--- src/rtl/cb_dina_map.sv ---
// ============================================================================
// cb_dina_map : covariance-bank port-A write-lane mapper (C / TB / NL paths)
// Rev 1.0
// ============================================================================
`default_nettype none

module cb_dina_map #(
  parameter int X              = 4,
  parameter int L              = 4,
  parameter int RSA_DW         = 32,
  parameter int SEQ_CNT_DW     = 10,
  parameter int CB_DINA_SEL_DW = 5
) (
  input  logic                      clk,
  input  logic                      sys_rst,
  input  logic [CB_DINA_SEL_DW-1:0] CB_dina_sel,
  input  logic                      l_k_0,
  input  logic [SEQ_CNT_DW-1:0]     seq_cnt_in,
  input  logic [X*RSA_DW-1:0]       C_CB_dina,
  input  logic [X*RSA_DW-1:0]       TB_CB_dina,
  input  logic                      nl_wr_start,
  input  logic [RSA_DW-1:0]         xk_new,
  input  logic [RSA_DW-1:0]         yk_new,
  input  logic [RSA_DW-1:0]         xita_new,
  input  logic [RSA_DW-1:0]         lkx_new,
  input  logic [RSA_DW-1:0]         lky_new,
  output logic [L*RSA_DW-1:0]       CB_dina,
  output logic [L-1:0]              CB_wea,
  output logic                      nl_wr_slot,
  output logic                      nl_busy,
  output logic                      nl_done
);

  localparam logic [2:0] SRC_C  = 3'b001;
  localparam logic [2:0] SRC_TB = 3'b100;
  localparam logic [2:0] SRC_NL = 3'b111;
  localparam logic [1:0] DIR_POS = 2'b01;
  localparam logic [1:0] DIR_NEG = 2'b10;
  localparam logic [1:0] DIR_NEW = 2'b11;

  typedef enum logic [1:0] {
    S_IDLE = 2'd0,
    S_POSE = 2'd1,
    S_LMK  = 2'd2,
    S_DONE = 2'd3
  } nl_state_t;

  nl_state_t state;

  logic [2:0]              src;
  logic [1:0]              dir;
  logic [SEQ_CNT_DW-1:0]   seq_d1, seq_d2;
  logic [RSA_DW-1:0]       lkx_q, lky_q;
  logic [X*RSA_DW-1:0]     src_word;
  logic [2*RSA_DW-1:0]     pair_dina;
  logic [1:0]              pair_wea;
  logic [L*RSA_DW-1:0]     path_dina;
  logic [L-1:0]            path_wea;

  assign src      = CB_dina_sel[4:2];
  assign dir      = CB_dina_sel[1:0];
  assign src_word = (src == SRC_C) ? C_CB_dina : TB_CB_dina;

  // NEW direction writes a {hi, lo} lane pair placed at lanes 1:0 or 3:2 by l_k_0
  always_comb begin
    pair_dina = '0;
    pair_wea  = 2'b00;
    if (src == SRC_C) begin
      pair_dina = src_word[2*RSA_DW-1:0];
      pair_wea  = 2'b11;
    end else begin
      case (seq_d2)
        SEQ_CNT_DW'(0): begin
          pair_dina[RSA_DW +: RSA_DW] = src_word[3*RSA_DW +: RSA_DW];
          pair_wea                    = 2'b10;
        end
        SEQ_CNT_DW'(1): begin
          pair_dina[0 +: RSA_DW] = src_word[0 +: RSA_DW];
          pair_wea               = 2'b01;
        end
        SEQ_CNT_DW'(2): begin
          pair_dina = {src_word[0 +: RSA_DW], src_word[RSA_DW +: RSA_DW]};
          pair_wea  = 2'b11;
        end
        SEQ_CNT_DW'(3): begin
          pair_dina = {src_word[RSA_DW +: RSA_DW], src_word[2*RSA_DW +: RSA_DW]};
          pair_wea  = 2'b11;
        end
        SEQ_CNT_DW'(4): begin
          pair_dina = {src_word[2*RSA_DW +: RSA_DW], src_word[3*RSA_DW +: RSA_DW]};
          pair_wea  = 2'b11;
        end
        default: begin
          pair_dina = '0;
          pair_wea  = 2'b00;
        end
      endcase
    end
  end

  always_comb begin
    path_dina = '0;
    path_wea  = '0;
    if (src == SRC_C || src == SRC_TB) begin
      case (dir)
        DIR_POS: begin
          path_dina = src_word;
          path_wea  = '1;
        end
        DIR_NEG: begin
          for (int i = 0; i < L; i++) begin
            path_dina[i*RSA_DW +: RSA_DW] = src_word[(L-1-i)*RSA_DW +: RSA_DW];
          end
          path_wea = '1;
        end
        DIR_NEW: begin
          if (l_k_0) begin
            path_dina[2*RSA_DW-1:0] = pair_dina;
            path_wea[1:0]           = pair_wea;
          end else begin
            path_dina[4*RSA_DW-1:2*RSA_DW] = pair_dina;
            path_wea[3:2]                  = pair_wea;
          end
        end
        default: begin
          path_dina = '0;
          path_wea  = '0;
        end
      endcase
    end
  end

  // Data paths are only honoured in IDLE; the NL writeback owns the port otherwise
  always_ff @(posedge clk) begin
    if (sys_rst) begin
      state      <= S_IDLE;
      seq_d1     <= '0;
      seq_d2     <= '0;
      lkx_q      <= '0;
      lky_q      <= '0;
      CB_dina    <= '0;
      CB_wea     <= '0;
      nl_wr_slot <= 1'b0;
      nl_busy    <= 1'b0;
      nl_done    <= 1'b0;
    end else begin
      seq_d1     <= seq_cnt_in;
      seq_d2     <= seq_d1;
      nl_wr_slot <= 1'b0;
      nl_done    <= 1'b0;
      case (state)
        S_IDLE: begin
          if (nl_wr_start && src == SRC_NL) begin
            state   <= S_POSE;
            nl_busy <= 1'b1;
            lkx_q   <= lkx_new;
            lky_q   <= lky_new;
            CB_dina <= {{RSA_DW{1'b0}}, xita_new, yk_new, xk_new};
            CB_wea  <= 4'b0111;
          end else begin
            CB_dina <= path_dina;
            CB_wea  <= path_wea;
          end
        end
        S_POSE: begin
          state      <= S_LMK;
          nl_wr_slot <= 1'b1;
          if (l_k_0) begin
            CB_dina <= {{(2*RSA_DW){1'b0}}, lky_q, lkx_q};
            CB_wea  <= 4'b0011;
          end else begin
            CB_dina <= {lky_q, lkx_q, {(2*RSA_DW){1'b0}}};
            CB_wea  <= 4'b1100;
          end
        end
        S_LMK: begin
          state   <= S_DONE;
          nl_done <= 1'b1;
          CB_dina <= '0;
          CB_wea  <= '0;
        end
        default: begin
          state   <= S_IDLE;
          nl_busy <= 1'b0;
          CB_dina <= '0;
          CB_wea  <= '0;
        end
      endcase
    end
  end

endmodule

`default_nettype wire

--- config.mk ---
export PLATFORM = sky130hd
export DESIGN_NAME = cb_dina_map
export DESIGN_NICKNAME = d
export VERILOG_FILES = /design/src/rtl/cb_dina_map.sv
export SDC_FILE = /design/constraint.sdc
export NUM_CORES = 1
export LEC_CHECK = 0
export CAP_MARGIN = 5
export CORE_AREA = 3 3 218 220
export DETAILED_ROUTE_END_ITERATION = 10
export DIE_AREA = 0 0 221 223
export PLACE_DENSITY = 0.76
export REMOVE_ABC_BUFFERS = 1
export SLEW_MARGIN = 15
export SYNTH_ARGS = -nofsm -noshare
export SYNTH_HDL_FRONTEND = slang
export SYNTH_SLANG_ARGS = --single-unit
export TNS_END_PERCENT = 30
--- constraint.sdc ---
create_clock -name clk -period 2.4 [get_ports clk]
set_input_delay 0.6 -clock clk [delete_from_list [all_inputs] [get_ports clk]]
set_output_delay 0.6 -clock clk [all_outputs]
set_load 0.02 [all_outputs]
# [Word-level counts from Yosys, hierarchy flattened]
# Index checks and enable logic that the tools add are counted.
# W data, S select, Z words.
[op_classes] n_addsub=0 n_mul=0 div_mod_pow=0 magnitude_cmp=0 n_eq_ne=13 n_shift=0 n_mux=26 bitwise_logic=1 n_reduce_logical=9
[op_table] cell="$mux W128" n=4
[op_table] cell="$pmux W128 S3" n=1
[op_table] cell="$pmux W128 S2" n=1
[op_table] cell="$pmux W32 S4" n=2
[op_table] cell="$mux W64" n=3
[op_table] cell="$eq A10 B2 Y1 const B" n=2
[op_table] cell="$pmux W4 S2" n=2
[op_table] cell="$mux W4" n=3
[op_table] cell="$pmux W2 S3" n=2
[op_table] cell="$eq A10 B1 Y1 const B" n=1
[op_table] cell="$eq A10 B3 Y1 const B" n=1
[op_table] cell="$logic_not A10 Y1" n=1
[op_table] cell="$mux W2" n=4
[op_table] cell="$eq A2 B2 Y1 const B" n=3
[op_table] cell="$eq A3 B3 Y1 const B" n=2
[op_table] cell="$eq A2 B1 Y1 const B" n=2
[op_table] cell="$reduce_and A2 Y1" n=2
[op_table] cell="$reduce_or A2 Y1" n=2
[op_table] cell="$eq A3 B1 Y1 const B" n=1
[op_table] cell="$mux W1" n=3
[op_table] cell="$reduce_or A3 Y1" n=1
[op_table] cell="$logic_not A2 Y1" n=1
[op_table] cell="$ne A2 B2 Y1 const B" n=1
[op_table] cell="$pmux W1 S2" n=1
[op_table] cell="3 further kinds" n=3
[word_totals] ff_bits=221 latchBits=0 ram_bits=0 rom_bits=0 in_bits=435 out_inout_bits=135 n_memories=0

# [Depth between registers and ports, before layout]
# Gate-level depths: netlist of run 1.
[depth] ltp_word=9 depth_mapped=10 ltp_nobuf=7

# [Least setup slack after synthesis of run 1]
# OpenSTA, ideal clock, no wires.
[synth_path] kind="in2reg" from="input CB_dina_sel[4]" to="register CB_dina[5]" setup_time_ns=0.126 arrival_time_ns=2.243 required_ns=2.274 slack_ns=0.031 path_stages=8 n_path_buf=3 cell_sequence="or3b_1 -> buf_4 -> buf_6 -> buf_6 -> mux2_4 -> a222oi_1 -> o22a_1 -> o21ai_1"
[synth_between] elab_chain_len=9 word_cells_on_any_way=13
[synth_rtl] item="start: declaration" line_no="16" source="input logic [CB_DINA_SEL_DW-1:0] CB_dina_sel,"
[synth_rtl] item="$eq A3 B1 Y1" line_no="62, 68, 104"
[synth_rtl] item="$mux W128" line_no="62" source="assign src_word = (src == SRC_C) ? C_CB_dina : TB_CB_dina;"
[synth_rtl] item="$pmux W32 S4" line_no="72" source="case (seq_d2)"
[synth_rtl] item="$mux W64" line_no="68" source="if (src == SRC_C) begin"
[synth_rtl] item="$mux W64" line_no="117" source="if (l_k_0) begin"
[synth_rtl] item="$pmux W128 S3" line_no="105" source="case (dir)"
[synth_rtl] item="$mux W128" line_no="104" source="if (src == SRC_C || src == SRC_TB) begin"
[synth_rtl] item="$mux W128 *" line_no="153" source="if (nl_wr_start && src == SRC_NL) begin"
[synth_rtl] item="$pmux W128 S2 *" line_no="151" source="case (state)"
[synth_rtl] item="end signal: assignment" line_no="158" source="CB_dina <= {{RSA_DW{1'b0}}, xita_new, yk_new, xk_new};"
[synth_rtl] item="end signal: assignment" line_no="161" source="CB_dina <= path_dina;"
[synth_rtl] item="end signal: assignment" line_no="169" source="CB_dina <= {{(2*RSA_DW){1'b0}}, lky_q, lkx_q};"
[synth_rtl] item="end: declaration" line_no="27" source="output logic [L*RSA_DW-1:0] CB_dina,"
# Every way passes the cells marked *; elsewhere a longest branch is shown, timed or not.
# A chain may end at the register's enable or synchronous reset.

# [Worst setup path after layout of run 1]
[layout_path] from="input CB_dina_sel[0]" to="register CB_dina[104]"
[layout_between] elab_chain_len=5 word_cells_on_any_way=7
[layout_rtl] item="$eq A2 B2 Y1 or $eq A2 B1 Y1 (tied branches)" line_no="105"
[layout_rtl] item="$pmux W128 S3 *" line_no="105"
[layout_rtl] item="$mux W128 *" line_no="104"
[layout_rtl] item="$mux W128 *" line_no="153"
[layout_rtl] item="$pmux W128 S2 *" line_no="151"
# Marked as above.

==> flow_metrics.tcl, run 1 <==
set metrics [dict create \
    power_leakage_nw 8.34 \
    worst_hold_slack_ns 0.437 \
    relSlewSlack 0.564 \
    dp_cells 2722 \
    holdPathEnd "seq_d2[5]" \
    grt_pass1_wl_mm 112 \
    cts_tree "yes" \
    clk_latency_ns 0.57 \
    io_buffers 569 \
    hold_buffers 0 \
    vias 17500 \
    setup_viol 0 \
    die_x_um 221 \
    layout_commonest_cell "clkdlybuf4s50_1" \
    postRouteAntennaNets 0 \
    final_core_util 0.525 \
    clockBufferDepth 3 \
    die-area_um2 49300 \
    dieHeight_um 223 \
    totalWireLength_mm 77.5 \
    yosysSeqAreaShare 0.294 \
    async_reset_ff_frac 0 \
    worst_pin_slew_ns 0.654 \
    timing.rr.end "CB_dina[97]" \
    post_synth.cell_area_avg_um2 9.66 \
    timing_hold_violations_final 0 \
    cts_made_buffers 28 \
    overflow 0 \
    grt_pass1_vias 17842 \
    clkSinkCount 221 \
    r2r_slack_ns 0.20 \
    ios 570 \
    crit_type "in -> reg" \
    hold_path_depth 1 \
    grt_usage 0.291 \
    finalWeightedCongestion 0.979 \
    first_pass_iters 11 \
    final_cells 2795 \
    finalClockSkew_ns 0.0169 \
    grt_max_degree 61 \
    timing.rr.start "state[0]" \
    crit_path_end_kind "flop" \
    fill_cells 4047 \
    worstPathArrival_ns 2.89 \
    htreeDepth 1 \
    min_from "seq_d1[5]" \
    nNetsFinal 2613 \
    total_power_mw 12.5 \
    fin_crit_ns 2.38 \
    syn2layout_area_growth_pct 58.9 \
    slew_violations 0 \
    yosysWarnings 0 \
    min_period_over_period 0.994 \
    synthCells 1557 \
    cap_violations 0 \
    coreArea_um2 45500 \
    clk_pin_slew_ns 0.06 \
    netlist_area_um2 15000 \
    ir_drop_uv 474 \
    crit_fanout 16 \
    drc 0 \
    final_area_um2 23900 \
    drive_gt1_frac 0.234 \
    outcome "completed" \
    rows 78 \
    fmaxAchievable_ghz 0.419 \
    powerDensity_nw_per_um2 523 \
    start_util 0.331 \
    netlist-cell-type-count 50 \
    initialDrtViolationCount 3048 \
    post_drt_via_cell_ratio 6.26 \
    min_path_type "reg -> reg" \
    hpwl_mm 55.6 \
    place_area_um2 22700 \
    cts-root-buf "clkbuf_16" \
    grt_setup_unrepaired "true" \
    wl_per_cell_um 27.7 \
    antenna_found_initial 8 \
    critPathLaunchType "input pin" \
    ys_seq_elements 221 \
    reg2reg_depth 9 \
    synthFlopType "dfxtp_1" \
    synth_edf_count 0 \
    crit_required_ns 2.91 \
    final_cell_mix "565 x clkdlybuf4s50_1, 219 x dfxtp_1, 138 x buf_4" \
]
cell type report:
class | instances | area (um2) | area share
Inverter | 7 | 26.3 | 0.00110
Antenna cell | 5 | 12.5 | 0.000524
Multi-Input combinational cell | 1152 | 10000 | 0.419
Tap cell | 600 | 751 | 0.0314
Clock inverter | 12 | 115 | 0.00482
Clock buffer | 38 | 779 | 0.0326
Sequential cell | 221 | 4430 | 0.185
Timing Repair Buffer | 760 | 7770 | 0.325
kinds of logic (layout without fill, tap and decap cells):
kind of cell	Yosys count	in the layout	synth area share
muxes	225	225	0.234
buffers and inverters	184	817	0.0544
xor gates and xnor gates	2	2	0.00117
other	0	5	0
DFF	221	221	0.294
and+or+nand+nor	291	291	0.0964
adders and majority gates	8	8	0.00666
AOI/OAI and AO/OA	626	626	0.313
layer usage:
layer	track usage	vias up	wire, um
li1	-	7449	-
met1	0.362	8379	29200
met2	0.480	1363	35700
met3	0.0678	303	8400
met4	0.133	6	4110
met5	0	-	51
worst max-delay path, stage by stage:
cell             delay (ns)
clkdlybuf4s50_1        0.52
inv_1                  0.07
ha_1                   0.23
nor4b_2                0.26
buf_4                  0.16
nand2_4                0.09
nor2_1                 0.23
nand3_2                0.18
buf_12                 0.20
o21ai_1                0.17
buf_4                  0.15
synthesized netlist by cell type (2+ instances only):
cell type	count	area [um2]
a22oi_1	105	788
o22ai_1	5	31.3
buf_6	13	146
o21bai_1	2	15.0
a221oi_2	9	135
a221oi_1	9	78.8
a21oi_2	6	52.6
mux2_4	83	1250
inv_1	7	26.3
buf_2	21	105
nor2_1	16	60.1
a222oi_1	115	1150
a2bb2oi_1	32	280
buf_1	14	52.6
a21oi_1	91	455
ha_1	8	100
clkbuf_1	128	480
nand2b_1	5	31.3
nand3_1	4	20.0
a211oi_2	4	50.1
o22a_1	96	841
mux2i_1	8	80.1
mux4_2	61	1370
a211oi_1	13	97.6
and3_1	5	31.3
and2_0	3	18.8
o21ai_0	36	180
xor2_1	2	17.5
nand2_1	141	529
o21ai_1	95	475
nor2b_1	85	532
and2_1	20	125
dfxtp_1	221	4420
o211a_1	2	20.0
mux2_2	73	822
nor4_1	2	12.5
o41ai_1	4	35.0
power by group:
group          switching, mW  internal, mW
clock network           1.80          2.47
registers              0.107          3.87
logic                   2.13          2.13
per-stage QoR:
stage	setup slack, ns	setup TNS (ns)
after floorplan	-4.86	-682.30
after global placement	-0.737	-75.73
after detailed placement	-0.760	-81.84
after CTS	-0.0410	-0.0410
after global routing	-0.0432	-0.285
final	0.0155	0
registers in the layout (all words and copies together) (netlist names):
signal      cells
lkx_q          32
seq_d2         10
nl_wr_slot      1
lky_q          32
state           2
seq_d1         10
CB_wea          4
nl_busy         1
CB_dina       128
nl_done         1
worst max-delay path by stage:
stage	start	end	slack (ns)	cells after the start
after floorplan	CB_dina_sel[2]	CB_wea[0]	-4.86	4
after global placement	CB_dina_sel[4]	CB_dina[17]	-0.74	8
after detailed placement	CB_dina_sel[4]	CB_dina[17]	-0.76	8
after CTS	CB_dina_sel[3]	CB_dina[96]	-0.04	9
after global routing	CB_dina_sel[0]	CB_dina[104]	-0.04	11
final	CB_dina_sel[0]	CB_dina[104]	0.02	11
timing repair:
item                                    in CTS  in global routing
endpoints found under the setup margin      86                 95
pin swaps                                    2                 13
resized for setup                           11                 28
cloned                                       0                  2
buffers inserted                             0                 16
Power figures use the tool's default switching activity.
==> inputs of run 2 (changes only) <==
- REMOVE_ABC_BUFFERS: 1 -> not set
==> run 2 against run 1 <==
The run now ends with DRC, setup timing left. Flip-flop and latch count did not move. Combinational power up 6.3%. Critical path depth decreased by 3. Global-route usage is 5.4 points higher. Non-clock buffer count rose by 110. Setup slack worse by 0.046 ns. Sequential share of layout area shrank 0.74 points. Die area stayed put. First-iteration DRC count decreased by 3.1%. Count of clock-buffer cells in the layout did not move. Routed wire length grew 16%. Core utilization rose by 2.2 points. Critical path type unchanged. Critical endpoint is now CB_dina[6].
==> flow_metrics.tcl, run 2 (synthesized netlist as in run 1, its figures left out) <==
set metrics [dict create \
    slew_violations 0 \
    grt_usage 0.345 \
    layout_commonest_cell "clkdlybuf4s50_1" \
    cp_common_cell "buf_6" \
    clkSinkCount 221 \
    post_drt_via_cell_ratio 6.18 \
    drc 1 \
    nNetsFinal 2724 \
    dieHeight_um 223 \
    finalClockSkew_ns 0.0208 \
    setup_ws_ns -0.0302 \
    power_leakage_nw 8.89 \
    crit_type "in -> reg" \
    wl_per_cell_um 30.8 \
    coreArea_um2 45500 \
    violations "DRC, setup timing" \
    powerDensity_nw_per_um2 526 \
    cts-root-buf "clkbuf_16" \
    dp_cells 2837 \
    min_path_type "reg -> reg" \
    die_x_um 221 \
    die-area_um2 49300 \
    grt_pass1_wl_mm 127 \
    grt_setup_unrepaired "true" \
    syn2layout_area_growth_pct 65.5 \
    fin_crit_ns 2.43 \
    crit_path_end_kind "flop" \
    setup_viol 2 \
    cts_tree "yes" \
    final_core_util 0.547 \
    min_period_over_period 1.01 \
    finalWeightedCongestion 0.971 \
    reg_top3 "CB_dina: 128 flops, lkx_q: 32 flops, lky_q: 32 flops" \
    worstPathArrival_ns 2.88 \
    hpwl_mm 69.5 \
    io_buffers 569 \
    rows 78 \
    top_register "CB_dina" \
    initialDrtViolationCount 2952 \
    postRouteAntennaNets 0 \
    drive_gt1_frac 0.268 \
    start_util 0.331 \
    vias 18036 \
    timing_hold_violations_final 0 \
    antenna_found_initial 18 \
    crit_fanout 26 \
    ios 570 \
    cap_violations 0 \
    htreeDepth 1 \
    total_power_mw 13.1 \
    crit_slowest_cell "a222oi_1" \
    clk_latency_ns 0.60 \
    grt_max_degree 55 \
    ir_drop_uv 445 \
    final_cell_mix "563 x clkdlybuf4s50_1, 242 x buf_4, 219 x dfxtp_1" \
    cp_cell_sequence "buf_6 > or3b_4 > buf_6 > buf_16 > mux2_4 > a222oi_1 > o22a_1 > o21ai_1" \
    largest_reg_flops 128 \
    totalNegativeSetupSlack_ns -0.0398 \
    timing.rr.start "state[0]" \
    relSlewSlack 0.494 \
    cts_made_buffers 29 \
    cp-startpoint "CB_dina_sel[4]" \
    first_pass_iters 11 \
    clockBufferDepth 3 \
    fill_cells 4057 \
    final_cells 2918 \
    reg2reg_depth 11 \
    hold_path_depth 1 \
    fmaxAchievable_ghz 0.411 \
    hold_buffers 0 \
    clk_pin_slew_ns 0.06 \
    grt_pass1_vias 18184 \
    outcome "finished with violations" \
    slowest_delay_ns 0.63 \
    worst_pin_slew_ns 0.758 \
    critPathLaunchType "input pin" \
    overflow 0 \
    crit_required_ns 2.85 \
    min_from "seq_d1[2]" \
    synth_nets 2000 \
    totalWireLength_mm 90.0 \
]
==> run 2: changes by cell type in the layout (fill, tap and decap cells not counted), sizes merged <==
cell / delta
bufbuf: +2
inv: +1
clkdlybuf4s50: -2
dlymetal6s2s: -1
buf: +113
clkbuf: -2
clkinvlp: +3
clkinv: -1
diode: +9
bufinv: +1
==> run 2: worst max-delay path, delay by kind of cell <==
family / cells / cell delay [ns]
and+or+nand+nor: 1 / 0.52
buffers and inverters: 3 / 0.45
muxes: 1 / 0.35
AOI/OAI and AO/OA: 3 / 0.91
==> run 2: where the power goes <==
| part | internal [mW] | switching [mW] | leakage (nW) |
|---|---|---|---|
| combinational | 2.30 | 2.23 | 6.63 |
| clock | 2.69 | 1.89 | 0.473 |
| sequential | 3.87 | 0.124 | 1.79 |
==> run 2: layer usage <==
metal  vias up  track usage  part of all wire
met5         -            0           0.00051
met4         6        0.213             0.072
met3       306       0.0816             0.092
met2      1373        0.604              0.49
met1      8661        0.378              0.35
li1       7690            -                 -
==> run 2: worst paths after layout <==
check | endpoint | slack (ns)
setup / recovery | CB_dina[6] | -0.03
hold / removal | seq_d2[2] | 0.43
setup reg to reg | CB_dina[102] | 0.12
hold reg to reg | seq_d2[2] | 0.43
==> run 2: layout make-up <==
cell class	instances	area, um2	share of cell area
multi-input cells	1152	9940	0.399
repair buffers	870	8710	0.350
flip-flops and latches	221	4430	0.178
clock buffers	38	800	0.0321
well taps	600	751	0.0302
clock inverters	16	194	0.00779
diodes	14	35.0	0.00141
inverters	7	26.3	0.00106
==> run 2: repair_timing <==
action                     CTS  global route
pin swaps                    8             3
gates cloned                 4             0
buffers inserted             7             3
setup endpoints to repair   79             9
resized for setup           28             4
==> run 2: metrics by stage <==
stage	setup WS, ns	hold slack, ns	cell area, um2
final	-0.0302	0.435	24900
after global routing	-0.0477	0.455	24900
after CTS	0.000596	0.434	24800
after detailed placement	-0.982	0.426	23600
after global placement	-0.996	0.418	23600
after floorplan	0.0308	0.414	15000
